$ cat config.mk
export PLATFORM = sky130hd
export DESIGN_NAME = load_store_unit_flat
export DESIGN_NICKNAME = d
export VERILOG_FILES = /design/src/rtl/otter_mem_pkg.sv /design/src/rtl/load_store_unit_if.sv /design/src/rtl/lsu_align.sv /design/src/rtl/load_store_unit.sv /design/src/flat_wrapper.sv
export SDC_FILE = /design/constraint.sdc
export NUM_CORES = 1
export LEC_CHECK = 0
export ABC_CLOCK_PERIOD_IN_PS = 3100
export CORE_MARGIN = 2
export CORE_UTILIZATION = 47
export DETAILED_ROUTE_END_ITERATION = 10
export MAX_ROUTING_LAYER = met4
export PLACE_DENSITY = 0.82
export SLEW_MARGIN = 40
export SYNTH_ARGS = -nofsm -noshare
export SYNTH_HDL_FRONTEND = slang
export SYNTH_SLANG_ARGS = --single-unit
$ cat constraint.sdc
create_clock -name clk -period 3.1 [get_ports clk]
set_input_delay 0.775 -clock clk [delete_from_list [all_inputs] [get_ports clk]]
set_output_delay 0.775 -clock clk [all_outputs]
set_load 0.05 [all_outputs]
$ cat src/rtl/otter_mem_pkg.sv
// Shared memory-access types for the load/store unit and the size/extend stage.
package otter_mem_pkg;

  typedef enum logic [1:0] {
    SZ_BYTE = 2'b00,
    SZ_HALF = 2'b01,
    SZ_WORD = 2'b10
  } mem_size_t;

  typedef enum logic {
    SIGNED   = 1'b0,
    UNSIGNED = 1'b1
  } mem_sign_t;

  typedef enum logic [1:0] {
    ST_IDLE = 2'b00,
    ST_BUS  = 2'b01,
    ST_DONE = 2'b10,
    ST_ERR  = 2'b11
  } lsu_state_t;

  localparam logic [1:0] SZ_ILLEGAL = 2'b11;

  // Unshifted byte-enable pattern for an access of the given size.
  function automatic logic [3:0] size_mask(input logic [1:0] sz);
    logic [3:0] m;
    case (sz)
      SZ_BYTE: m = 4'b0001;
      SZ_HALF: m = 4'b0011;
      SZ_WORD: m = 4'b1111;
      default: m = 4'b0000;
    endcase
    return m;
  endfunction

endpackage

$ cat src/rtl/load_store_unit_if.sv
// Word-wide memory bus between the load/store unit (master) and memory (slave).
interface load_store_unit_if;
  logic        bus_valid;
  logic        bus_we;
  logic [31:0] bus_addr;
  logic [31:0] bus_wdata;
  logic [3:0]  bus_be;
  logic [31:0] bus_rdata;
  logic        bus_ready;

  modport master (
    output bus_valid, bus_we, bus_addr, bus_wdata, bus_be,
    input  bus_rdata, bus_ready
  );

  modport slave (
    input  bus_valid, bus_we, bus_addr, bus_wdata, bus_be,
    output bus_rdata, bus_ready
  );
endinterface

$ cat src/rtl/lsu_align.sv
// Combinational alignment check, byte-enable generation and store-data lane shift.
module lsu_align
  import otter_mem_pkg::*;
(
  input  logic        we,
  input  logic [1:0]  offset,
  input  logic [1:0]  size,
  input  logic [31:0] wdata,
  output logic        legal,
  output logic [3:0]  be,
  output logic [31:0] wdata_sh
);

  // Legality depends on size and low address bits; loads always read the full word.
  always_comb begin
    legal    = 1'b0;
    be       = 4'hF;
    wdata_sh = '0;
    case (size)
      SZ_BYTE: legal = 1'b1;
      SZ_HALF: legal = ~offset[0];
      SZ_WORD: legal = (offset == 2'b00);
      default: legal = 1'b0;
    endcase
    if (we) begin
      be       = size_mask(size) << offset;
      wdata_sh = wdata << {offset, 3'b000};
    end
  end

endmodule

$ cat src/rtl/load_store_unit.sv
// Load/store unit: accepts one core request, runs a single bus transaction with
// timeout, and presents the raw captured load word for the size/extend stage.
module load_store_unit
  import otter_mem_pkg::*;
#(
  parameter int TIMEOUT_CYCLES = 255
) (
  input  logic                    clk,
  input  logic                    rst,
  input  logic                    req,
  input  logic                    we,
  input  logic [31:0]             addr,
  input  logic [31:0]             wdata,
  input  logic [1:0]              size,
  input  logic                    sign,
  output logic                    busy,
  output logic                    done,
  output logic                    err,
  load_store_unit_if.master       bus,
  output logic [31:0]             ld_data,
  output logic [1:0]              ld_byte_sel,
  output logic [1:0]              ld_size,
  output logic                    ld_sign
);

  localparam int CNT_W = (TIMEOUT_CYCLES < 2) ? 1 : $clog2(TIMEOUT_CYCLES + 1);
  localparam logic [CNT_W-1:0] CNT_LAST = CNT_W'(TIMEOUT_CYCLES - 1);

  lsu_state_t       state, state_nx;
  logic [CNT_W-1:0] cnt;

  logic             legal;
  logic [3:0]       be_c;
  logic [31:0]      wdata_sh_c;
  logic             accept;

  logic             lat_we;
  logic [31:0]      lat_addr;
  logic [1:0]       lat_size;
  logic             lat_sign;
  logic [3:0]       lat_be;
  logic [31:0]      lat_wdata;

  lsu_align u_align (
    .we       (we),
    .offset   (addr[1:0]),
    .size     (size),
    .wdata    (wdata),
    .legal    (legal),
    .be       (be_c),
    .wdata_sh (wdata_sh_c)
  );

  assign accept = (state == ST_IDLE) && req && legal;

  // State register.
  always_ff @(posedge clk) begin
    if (rst) state <= ST_IDLE;
    else     state <= state_nx;
  end

  // Next-state decode plus status and bus outputs; bus is driven only while in BUS.
  always_comb begin
    state_nx      = state;
    busy          = 1'b0;
    done          = 1'b0;
    err           = 1'b0;
    bus.bus_valid = 1'b0;
    bus.bus_we    = 1'b0;
    bus.bus_addr  = '0;
    bus.bus_wdata = '0;
    bus.bus_be    = 4'b0000;
    case (state)
      ST_IDLE: begin
        if (req) state_nx = legal ? ST_BUS : ST_ERR;
      end
      ST_BUS: begin
        busy          = 1'b1;
        bus.bus_valid = 1'b1;
        bus.bus_we    = lat_we;
        bus.bus_addr  = {lat_addr[31:2], 2'b00};
        bus.bus_wdata = lat_wdata;
        bus.bus_be    = lat_be;
        if (bus.bus_ready)          state_nx = ST_DONE;
        else if (cnt == CNT_LAST)   state_nx = ST_ERR;
      end
      ST_DONE: begin
        busy     = 1'b1;
        done     = 1'b1;
        state_nx = ST_IDLE;
      end
      ST_ERR: begin
        busy     = 1'b1;
        err      = 1'b1;
        state_nx = ST_IDLE;
      end
      default: state_nx = ST_IDLE;
    endcase
  end

  // Ready-less cycle counter, restarted on each bus access.
  always_ff @(posedge clk) begin
    if (rst)                                cnt <= '0;
    else if (accept)                        cnt <= '0;
    else if (state == ST_BUS && !bus.bus_ready) cnt <= cnt + CNT_W'(1);
  end

  // Request latch; the store lane shift and byte enables are captured pre-computed.
  always_ff @(posedge clk) begin
    if (rst) begin
      lat_we    <= 1'b0;
      lat_addr  <= '0;
      lat_size  <= 2'b00;
      lat_sign  <= 1'b0;
      lat_be    <= 4'b0000;
      lat_wdata <= '0;
    end else if (accept) begin
      lat_we    <= we;
      lat_addr  <= addr;
      lat_size  <= size;
      lat_sign  <= sign;
      lat_be    <= be_c;
      lat_wdata <= wdata_sh_c;
    end
  end

  // Load result capture; only a completed load updates these.
  always_ff @(posedge clk) begin
    if (rst) begin
      ld_data     <= '0;
      ld_byte_sel <= 2'b00;
      ld_size     <= 2'b00;
      ld_sign     <= 1'b0;
    end else if (state == ST_BUS && bus.bus_ready && !lat_we) begin
      ld_data     <= bus.bus_rdata;
      ld_byte_sel <= lat_addr[1:0];
      ld_size     <= lat_size;
      ld_sign     <= lat_sign;
    end
  end

endmodule

$ cat src/flat_wrapper.sv
// flat-port wrapper written by rule: the top's interface ports become plain ports
module load_store_unit_flat import otter_mem_pkg::*;
#(
  parameter int TIMEOUT_CYCLES = 255
)
  (clk, rst, req, we, addr, wdata, size, sign, busy, done, err, ld_data, ld_byte_sel, ld_size, ld_sign, bus_bus_valid, bus_bus_we, bus_bus_addr, bus_bus_wdata, bus_bus_be, bus_bus_rdata, bus_bus_ready);
  load_store_unit_if bus_i ();
  input  logic clk;
  input  logic rst;
  input  logic req;
  input  logic we;
  input  logic [31:0] addr;
  input  logic [31:0] wdata;
  input  logic [1:0] size;
  input  logic sign;
  output logic busy;
  output logic done;
  output logic err;
  output logic [31:0] ld_data;
  output logic [1:0] ld_byte_sel;
  output logic [1:0] ld_size;
  output logic ld_sign;
  output wire logic [$bits(bus_i.bus_valid)-1:0] bus_bus_valid;
  output wire logic [$bits(bus_i.bus_we)-1:0] bus_bus_we;
  output wire logic [$bits(bus_i.bus_addr)-1:0] bus_bus_addr;
  output wire logic [$bits(bus_i.bus_wdata)-1:0] bus_bus_wdata;
  output wire logic [$bits(bus_i.bus_be)-1:0] bus_bus_be;
  input wire logic [$bits(bus_i.bus_rdata)-1:0] bus_bus_rdata;
  input wire logic [$bits(bus_i.bus_ready)-1:0] bus_bus_ready;
  assign bus_bus_valid = bus_i.bus_valid;
  assign bus_bus_we = bus_i.bus_we;
  assign bus_bus_addr = bus_i.bus_addr;
  assign bus_bus_wdata = bus_i.bus_wdata;
  assign bus_bus_be = bus_i.bus_be;
  assign bus_i.bus_rdata = bus_bus_rdata;
  assign bus_i.bus_ready = bus_bus_ready;
  load_store_unit #(.TIMEOUT_CYCLES(TIMEOUT_CYCLES)) u_core (.clk(clk), .rst(rst), .req(req), .we(we), .addr(addr), .wdata(wdata), .size(size), .sign(sign), .busy(busy), .done(done), .err(err), .bus(bus_i), .ld_data(ld_data), .ld_byte_sel(ld_byte_sel), .ld_size(ld_size), .ld_sign(ld_sign));
endmodule
### Word level (Yosys, flattened, before mapping)

Index checks and enable logic that the tools add are counted.

* $add $sub $neg: 1
* $mul: 0
* divide/modulo/power cells: 0
* order comparisons: 0
* equality and inequality tests: 8
* shifts and indexed selects: 2
* multiplexer cells: 18
* bitwise gates (word level): 1
* reduce and logical (&&, ||, !) cells: 14

Operator list (number)
* $mux W32: 3
* $shl A32 B5 Y32: 1
* $mux W4: 3
* $pmux W4 S3: 1
* $add A8 B1 Y8 const B: 1
* $eq A8 B8 Y1 const B: 1
* $mux W2: 4
* $eq A2 B2 Y1 const B: 3
* $logic_not A2 Y1: 3
* $pmux W2 S3: 1
* $logic_and A1 B1 Y1: 5
* $mux W1: 5
* $eq A2 B1 Y1 const B: 2
* $reduce_or A2 Y1: 2
* $shl A4 B2 Y4: 1
* $ne A3 B2 Y1 const B: 1
* $pmux W1 S3: 1
* $reduce_or A3 Y1: 1
* $logic_not A1 Y1: 2
* $ne A2 B2 Y1 const B: 1
* $reduce_and A2 Y1: 1
* $not A1 Y1: 1

* bits in registers: 119
* latch bits: 0
* memory bits (writable): 0
* memory bits (read-only): 0
* input port bits: 104
* output and inout bits: 110
* word-level logic and storage cells: 56
* memories: 0

### Depth between registers and ports, before layout

* word-level depth: 5
* depth in mapped cells: 8
* mapped depth without buffers: 6

### Modules after synthesis

A second synthesis with hierarchy kept.

* cell total of the unflattened synthesis: 718
* area total of the unflattened synthesis: 5510.3 sq um

By module, submodules not included
* load_store_unit: times used 1, cells an instance 613, area an instance 4745.8 sq um, seq. area each 2382.3 sq um
* lsu_align: times used 1, cells an instance 105, area an instance 764.5 sq um, seq. area each 0.0 sq um

### Least setup slack after synthesis

No wires, ideal clock.

* path type: register to output
* start: reg u_core.state[0]
* end: out bus_bus_be[0]
* arrival: 1796 ps
* required time: 2325 ps
* path slack: 529 ps
* stages on the path, launching flop included: 5
* buffers on the path: 2
* cell sequence: dfxtp_1 -> nor2b_1 -> buf_2 -> clkbuf_1 -> and2_1

* word-level cells in the longest chain between the ends: 2

RTL lines
* start, declared: RTL line load_store_unit.sv:29 `lsu_state_t state, state_nx;`
* start signal, assigned: RTL line load_store_unit.sv:59 `else state <= state_nx;`
* $eq A2 B1 Y1: RTL line load_store_unit.sv:73 `case (state)`
* $mux W4: RTL line load_store_unit.sv:73
* end, declared: RTL line flat_wrapper.sv:27 `output wire logic [$bits(bus_i.bus_be)-1:0] bus_bus_be;`

No other way between the ends.

### Worst setup path after layout

* start: reg u_core.state[0]
* end: out bus_bus_wdata[15]

* word-level cells in the longest chain between the ends: 2

RTL lines
* $eq A2 B1 Y1: RTL line load_store_unit.sv:73
* $mux W32: RTL line load_store_unit.sv:73
* end, declared: RTL line flat_wrapper.sv:26 `output wire logic [$bits(bus_i.bus_wdata)-1:0] bus_bus_wdata;`

No other way between the ends.

==> out/qor.txt <==
Finished Core Util -> 74.0%
VDD IR-drop max -> 0.000339 V
Placement Setup Slack -> 94.0 ps
via/cell ratio -> 5.47
slew of the pin with the lowest slew margin -> 800 ps
DR pass1 iterations -> 5
pin count of the biggest net entering global routing -> 81
routed wire length -> 16,800 microns
Startpoint Class -> flop
Synth Register Bits -> 119
slew margin rel. -> 46.6%
remaining antenna violation count -> 0
highest routed metal layer -> met4
Post-synth EDFFs -> 0
Slowest-stage cell, CP -> dfxtp_1
main area contributors after synthesis -> dfxtp_1 45%, and2_1 7.9%, a21oi_1 7.3%
Total GRT Usage -> 27.5%
Nets -> 938
Port-buffer cells -> 211
via count -> 5,367
met3 routed WL -> 1160 microns
final setup fails -> 0
Die X -> 110 microns
Root Driver -> clkbuf_16
Mapped Cells -> 632
ratio of cells with drive above 1 in the final layout -> 13.2%
Seq/Total Area, Yosys -> 44.8%
cell taking the most area after synthesis -> dfxtp_1
Tot Pwr -> 4.36 mW
Crit Path Class -> flop to primary output
worst hold path type -> flop to flop
leak pwr -> 3.39 nW
RSZ-0062 raised after global routing -> false
Synth warnings -> 0
GPL Wtd Cong -> 0.905
hold slack final -> 453 ps
CTS Buf Count -> 17
cell repeated most along the worst path -> buf_4
Max-cap violations -> 0
Worst path top cell family by delay -> buffers and inverters
synthesized cell area -> 5320 sq um
die area -> 12,200 sq um
post-layout min period -> 2950 ps
Met2 Wirelength -> 8240 microns
Clock Skews -> 7.34 ps
Reg clk slew, reported paths -> 60 ps
Final Max Tran Viols -> 0
GRT overflow -> 0
crit share post-route -> 95.2%
Syn Area/Cell -> 8.42 sq um
CP Data Arrival Time -> 2180 ps
htree depth -> 4
Synth top area share -> 44.8%
Synth Flop Type -> dfxtp_1
antenna violations before repair -> 1
final HPWL from detailed placement -> 11,400 microns
critical-path cell list -> nor2b_4, buf_4, and2_1, buf_4
clock tree buffer depth -> 2
CP bufs+invs -> 2
CTS tree -> done
Area Growth Syn to Fin -> 52.2%
fmax -> 0.339 GHz
number of global-route vias before repair -> 5,124
Die Span Y -> 110 microns
P per Cell Area -> 538 nW/um^2
M1 WL -> 7090 microns
Max Fanout on Critical Path -> 51
commonest non-fill, non-tap cell in the layout -> clkdlybuf4s50_1
1st-iter DRT viols -> 370
clk_lat worst skew -> 420 ps
global-route wire length before repair -> 25,100 microns
asr flop ratio synth -> 0%
status -> complete, no violations
Fin Setup TNS -> 0 ps
DRC -> 0
Initial Utilization -> 48.6%
final hold vios -> 0
num rows -> 38
Worst Setup End Kind -> primary output
Setup WS post-layout -> 149 ps
I/O pin count -> 214
crit-path max cell delay -> 510 ps
Cell variety after synth -> 45
worst path required time -> 2320 ps
most frequent cells in the layout -> 142 x clkdlybuf4s50_1, 119 x dfxtp_1, 95 x nand2_1, 77 x a21oi_1
routed len/inst -> 17.1 microns
CTS sink cnt -> 119
Core Area -> 10,900 sq um
## synth_stat cells, types with 3 or more instances
cell,count
nand3_1,37
and2_1,67
ha_1,7
a22o_1,16
buf_4,3
xor2_1,4
buf_2,12
nand2_1,95
xnor2_1,3
mux2i_1,17
a32o_1,8
nor3_1,3
dfxtp_1,119
clkbuf_1,38
nor2b_1,10
a21oi_1,78
o21ai_0,43
nor2_1,16
inv_1,7
o2bb2ai_1,8
a211o_1,8
## cell families (layout without fill, tap and decap cells)
kind of cell | Yosys count | count (layout) | share of synthesized area (%)
simple gates | 247 | 248 | 24.0
compound gates | 173 | 173 | 20.3
flops | 119 | 119 | 44.8
buf+inv | 61 | 267 | 4.80
mux | 17 | 17 | 3.20
fa+ha+maj | 7 | 7 | 1.65
xor+xnor | 7 | 7 | 1.15
other cells | 1 | 3 | 0.0705
## metal layers
layer	global-route usage, %	vias to the layer above
met1	32.2	2559
met3	7.23	25
li1	-	2569
met5	-	-
met2	46.0	214
met4	9.29	0
## flip-flops by register name, indices dropped and copies added, names as in the netlist
signal              cells
u_core.lat_addr        32
u_core.lat_sign         1
u_core.ld_data         32
u_core.cnt              8
u_core.lat_wdata       32
u_core.ld_size          2
u_core.lat_be           4
u_core.ld_byte_sel      2
u_core.lat_size         2
u_core.ld_sign          1
u_core.lat_we           1
u_core.state            2
## where the power goes
part / total (mW) / switching (mW) / internal (mW)
registers: 1.60 / 0.0294 / 1.58
logic: 0.602 / 0.352 / 0.250
clock network: 2.15 / 0.723 / 1.43
total: 4.36 / 1.10 / 3.25
## worst paths after layout
kind                           from           endpoint  slack, ps  cells past startpoint
setup reg to reg    u_core.state[0]  u_core.ld_data[3]        810                      6
setup / recovery    u_core.state[0]  bus_bus_wdata[15]        150                      4
hold reg to reg   u_core.ld_data[6]  u_core.ld_data[6]        450                      2
hold / removal    u_core.ld_data[6]  u_core.ld_data[6]        450                      2
## through the flow
stage                     instances  area, sq um
after CTS                       979         8050
after detailed placement        947         7400
after global placement          947         7400
after global routing            981         8100
final                           981         8100
after floorplan                 633         5320
## area by class of cell
cell class	instances	area, sq um
fill	795	2840
multi-input combinational	454	2710
sequential	119	2380
timing repair buffer	228	2150
clock buffer	17	425
clock inverter	15	226
tap	140	175
inverter	7	26.3
antenna	1	2.50
## worst reg2reg max path, stage by stage, from the launching register on
cell and delay [ps]:
dfxtp_1 510, nor2b_4 370, buf_4 440, and3b_1 220, buf_4 350, nand2_1 140, a21oi_1 170
## what timing repair did
| item | 4_1_cts | 5_1_grt |
|---|---|---|
| setup endpoints to repair | 4 | 31 |
| resized for setup | 4 | 14 |
| hold buffers | 0 | 0 |
| buffers inserted | 0 | 0 |
| gates cloned | 0 | 1 |
(Power assumes the default switching activity.)
